$ cat src/rtl/add_selector_pkg.sv
// Shared constants, note index type and triangle shaper for the tone sequencer.
package add_selector_pkg;

   localparam int unsigned ACC_W = 32;
   localparam int unsigned PWM_W = 8;
   localparam int unsigned IDX_W = 3;

   typedef enum logic [IDX_W-1:0] {
      NOTE_C4 = 3'd0,
      NOTE_D4 = 3'd1,
      NOTE_E4 = 3'd2,
      NOTE_F4 = 3'd3,
      NOTE_G4 = 3'd4,
      NOTE_A4 = 3'd5,
      NOTE_B4 = 3'd6,
      NOTE_C5 = 3'd7
   } note_e;

   // round(f * 2^32 / 100 MHz) for C4..C5
   localparam logic [ACC_W-1:0] NOTE_TABLE [8] = '{
      32'd11237, 32'd12613, 32'd14157, 32'd14999,
      32'd16836, 32'd18898, 32'd21212, 32'd22473
   };

   // Fold the top phase byte into a 0..254 triangle.
   function automatic logic [PWM_W-1:0] tri_shape(input logic [7:0] p);
      tri_shape = p[7] ? {~p[6:0], 1'b0} : {p[6:0], 1'b0};
   endfunction

endpackage

$ cat src/rtl/add_selector_pwm_dac.sv
// Free-running 8-bit PWM counter and comparator producing the 1-bit audio pin.
module pwm_dac
   import add_selector_pkg::*;
(
   input  logic             CLK_IN,
   input  logic             RST,
   input  logic [PWM_W-1:0] lvl,
   output logic             snd_pwm
);

   logic [PWM_W-1:0] pc_q, pc_d;
   logic             snd_d;

   always_comb begin
      pc_d  = pc_q + PWM_W'(1);
      snd_d = (lvl > pc_q);
   end

   always_ff @(posedge CLK_IN or posedge RST) begin
      if (RST) begin
         pc_q    <= '0;
         snd_pwm <= 1'b0;
      end else begin
         pc_q    <= pc_d;
         snd_pwm <= snd_d;
      end
   end

endmodule

$ cat src/rtl/add_selector.sv
// Eight-note scale sequencer: note timer, addend selector, phase accumulator,
// triangle shaper, feeding the PWM DAC.
module add_selector #(
   parameter int unsigned CLK_HZ   = 100_000_000,
   parameter int unsigned NOTE_MS  = 250,
   parameter int unsigned NOTE_CYC = CLK_HZ / 1000 * NOTE_MS
) (
   input  logic CLK_IN,
   input  logic RST,
   output logic snd_pwm
);
   import add_selector_pkg::*;

   localparam int unsigned TMR_W = (NOTE_CYC > 1) ? $clog2(NOTE_CYC) : 1;
   localparam logic [TMR_W-1:0] TMR_LAST = TMR_W'(NOTE_CYC - 1);

   logic [TMR_W-1:0] tmr_q, tmr_d;
   note_e            idx_q, idx_d;
   logic [ACC_W-1:0] add_q, add_d;
   logic [ACC_W-1:0] ph_q,  ph_d;
   logic [PWM_W-1:0] lvl_q, lvl_d;

   always_comb begin
      tmr_d = tmr_q + TMR_W'(1);
      idx_d = idx_q;
      if (tmr_q == TMR_LAST) begin
         tmr_d = '0;
         idx_d = note_e'(idx_q + IDX_W'(1));
      end
      // Each stage reads the previous stage's register: idx -> add -> ph -> lvl.
      add_d = NOTE_TABLE[idx_q];
      ph_d  = ph_q + add_q;
      lvl_d = tri_shape(ph_q[ACC_W-1 -: 8]);
   end

   always_ff @(posedge CLK_IN or posedge RST) begin
      if (RST) begin
         tmr_q <= '0;
         idx_q <= NOTE_C4;
         add_q <= '0;
         ph_q  <= '0;
         lvl_q <= '0;
      end else begin
         tmr_q <= tmr_d;
         idx_q <= idx_d;
         add_q <= add_d;
         ph_q  <= ph_d;
         lvl_q <= lvl_d;
      end
   end

   pwm_dac u_pwm (
      .CLK_IN  (CLK_IN),
      .RST     (RST),
      .lvl     (lvl_q),
      .snd_pwm (snd_pwm)
   );

endmodule

$ cat config.mk
export PLATFORM = sky130hd
export DESIGN_NAME = add_selector
export DESIGN_NICKNAME = d
export VERILOG_FILES = /design/src/rtl/add_selector_pkg.sv /design/src/rtl/add_selector_pwm_dac.sv /design/src/rtl/add_selector.sv
export SDC_FILE = /design/constraint.sdc
export NUM_CORES = 1
export LEC_CHECK = 0
export ABC_AREA = 1
export ABC_CLOCK_PERIOD_IN_PS = 6300
export CORE_MARGIN = 4
export CORE_UTILIZATION = 55
export DETAILED_ROUTE_END_ITERATION = 10
export PLACE_DENSITY = 0.7
export SYNTH_ARGS = -nofsm -noshare
export SYNTH_HDL_FRONTEND = slang
export SYNTH_SLANG_ARGS = --single-unit
$ cat constraint.sdc
create_clock -name CLK_IN -period 6.3 [get_ports CLK_IN]
set_input_delay 1.575 -clock CLK_IN [delete_from_list [all_inputs] [get_ports CLK_IN]]
set_output_delay 1.575 -clock CLK_IN [all_outputs]
set_load 0.02 [all_outputs]
==> key figures <==
Critical path
  • Worst setup SP type: flip-flop
  • Delay-heaviest family, CP: buffers and inverters
  • Bufs and invs on worst path: 1
  • Nature of the critical path endpoint: primary output
  • WP data arrival: 1.30 ns
  • CP max stage delay: 0.60 ns
  • Worst-path cell chain: clkdlybuf4s50_1
  • Worst Path Max Fanout: 1
  • Kind of critical path: flip-flop to primary output
  • CP max stage cell: clkdlybuf4s50_1
  • CP Data Required Time: 4.72 ns

Yosys
  • Post-Synthesis Cell Area: 5271 µm²
  • Synth Warn #: 0
  • Top_reg_cell synth: dfrtp_1
  • Post-Synthesis Cells: 680
  • Async set-or-reset flop fraction in the synthesized netlist: 100.0%
  • EDFF count, synth: 0
  • Cell variety after synth: 33
  • Synthesized Nets: 715
  • Post-synth top area share: 43.20%
  • Cell taking the most area after synthesis: dfrtp_1
  • Register area share after synthesis: 43.20%
  • Avg Inst Size Synth: 7.752 µm²
  • Flip-flop and latch count after synthesis: 91
  • Dominant cells by area after synthesis: dfrtp_1, nand2_1, inv_1

STA
  • Final Skew: 0.01175 ns
  • Final worst-path cycle share: 45.61%
  • Relative max-transition margin: 31.83%
  • FMAX: 348.0 MHz
  • Final Hold Viols: 0
  • RSZ-0062 raised after global routing: no
  • Period minus WS final: 2.874 ns
  • TNS Setup: 0 ns
  • Endpoints failing setup: 0
  • Worst slew pin tran: 1.021 ns
  • Slew Limit Fails: 0

Drt
  • Post-Route WL: 10460 µm
  • Initial DRC Count: 294
  • DRC viols: 0
  • Via density: 5.046
  • Drt pass-1 iters: 5
  • Via count: 4163
  • ANT nets after route: 0
  • Top routing layer in use: met4
  • Routed len/inst: 12.68 µm
  • Wire length on met2: 4758 µm
  • Routed length on met1: 5201 µm
  • Met3 Wirelength: 327 µm

Floorplan
  • Die ar.: 11210 µm²
  • Top-Level Pins: 3
  • Core ar.: 9284 µm²
  • Height of the chip: 105.9 µm
  • Die width: 105.9 µm
  • Rows: 35
  • Initial core utilization: 56.78%

Clock tree
  • Clk Latency, worst-skew pair: 0.36 ns
  • Hold Buf Count CTS: 0
  • Post-CTS Setup Bufs: 0
  • Root Buffer: clkbuf_8
  • Cts bufs inserted: 9
  • Clock Path Buffers: 2
  • CTS sink cnt: 91
  • Cts repair resizes: 0
  • CTS tree: built
  • Number of H-tree levels: 3
  • Clk slew on worst S/H paths: 0.10 ns

Finish
  • Area Growth Syn to Fin: 7.026%
  • Fillcell total: 848
  • Final Instance Count excl. Fillers: 825
  • N_diodes: 0
  • Finished Cell Area: 5642 µm²
  • Post-layout util: 60.77%
  • Share of layout cells above drive strength 1: 5.029%
  • Most frequent cells in the layout: nand2_1, inv_1, dfrtp_1, nor2_1, nand3_1
  • Nets: 726
  • Most common cell after layout, fill and taps aside: nand2_1

Place
  • # placed instances: 809
  • Area after DPL: 5443 µm²
  • DP HPWL: 8034 µm
  • Routability cong.: 0.8622
  • IO buf count: 2

Outcome
  • Status: finished, final reports clean

Global route
  • First-pass GRT wire length: 18160 µm
  • Initial antenna violation count: 0
  • Largest net degree at the start of global routing: 61
  • Total gr overflow: 0
  • Vias in the first global route: 3990
  • Tot GR Track Use: 19.98%

Pwr
  • Lkg Pwr: 2.935 nW
  • PwrDens: 177.2 nW/µm²
  • Power Total: 999.9 µW
  • Peak supply drop: 0.1179 mV

Flow run
  • Max-cap violation count: 0

Min path
  • Worst hold path type: flip-flop to flip-flop
-- where the power goes --
| part | total [mW] | switching (mW) | internal, mW |
|---|---|---|---|
| combinational | 0.0119 | 0.0109 | 0.00102 |
| clock | 0.404 | 0.217 | 0.187 |
| sequential | 0.584 | 0 | 0.584 |
| total | 1.00 | 0.228 | 0.772 |
-- through the flow --
step	hold WS (ns)	worst slack (ns)
after floorplan	0.4381	2.361
after global placement	0.4529	3.135
after detailed placement	0.4670	3.128
after CTS	0.4887	3.404
after global routing	0.4916	3.313
final	0.4844	3.426
-- cell type report --
class | count | area [µm²] | area share, %
Sequential cell | 91 | 2277 | 40.36
Timing Repair Buffer | 3 | 27.53 | 0.4879
Tap cell | 129 | 161.4 | 2.861
Clock inverter | 6 | 71.32 | 1.264
Clock buffer | 10 | 127.6 | 2.262
Multi-Input combinational cell | 472 | 2547 | 45.15
Inverter | 114 | 429.2 | 7.607
-- per-layer routing --
| metal | up-vias | GRT usage, % |
|---|---|---|
| met5 | - | 0 |
| met4 | 0 | 5.550 |
| met3 | 17 | 3.461 |
| met2 | 65 | 32.06 |
| met1 | 1930 | 28.18 |
| li1 | 2151 | - |
-- worst paths after layout --
path / from / end / slack [ns] / depth (start not counted)
setup / recovery: u_pwm.snd_pwm / snd_pwm / 3.43 / 1
hold / removal: ph_q[0] / ph_q[0] / 0.48 / 1
setup reg to reg: add_q[0] / ph_q[18] / 4.28 / 12
hold reg to reg: ph_q[0] / ph_q[0] / 0.48 / 1
max in group asynchronous: RST / ph_q[27] / 3.60 / 3
min in group asynchronous: RST / u_pwm.pc_q[5] / 1.74 / 2
-- synth_stat cells (2+ instances only) --
library cell and number:
nor2_2 3, nand3b_1 5, xor2_1 36, nand3_2 3, nand4_1 12, a21oi_1 19
dfrtp_1 91, nor2_4 2, o21ai_0 15, a21oi_2 2, o211a_1 2, clkbuf_1 2
inv_1 112, nor3_2 3, nor3_1 21, nor2_1 61, nand3_1 42, nand2_2 2
ha_1 32, nand2_1 202
-- sequential cells by signal, indices dropped and copies added, names as in the netlist --
name,count
add_q,15
idx_q,3
lvl_q,7
ph_q,32
tmr_q,25
u_pwm.pc_q,8
u_pwm.snd_pwm,1
-- cell families after synthesis --
family / after synthesis / share of synthesized area (%)
AND/OR/NAND/NOR: 359 / 29.55
flip-flops: 91 / 43.20
XOR/XNOR: 36 / 5.981
AO/OA/AOI/OAI: 44 / 4.819
adder cells (fa/ha/maj): 33 / 7.975
buffers and inverters: 117 / 8.474
Note: power is estimated with default switching activity, not from simulation.
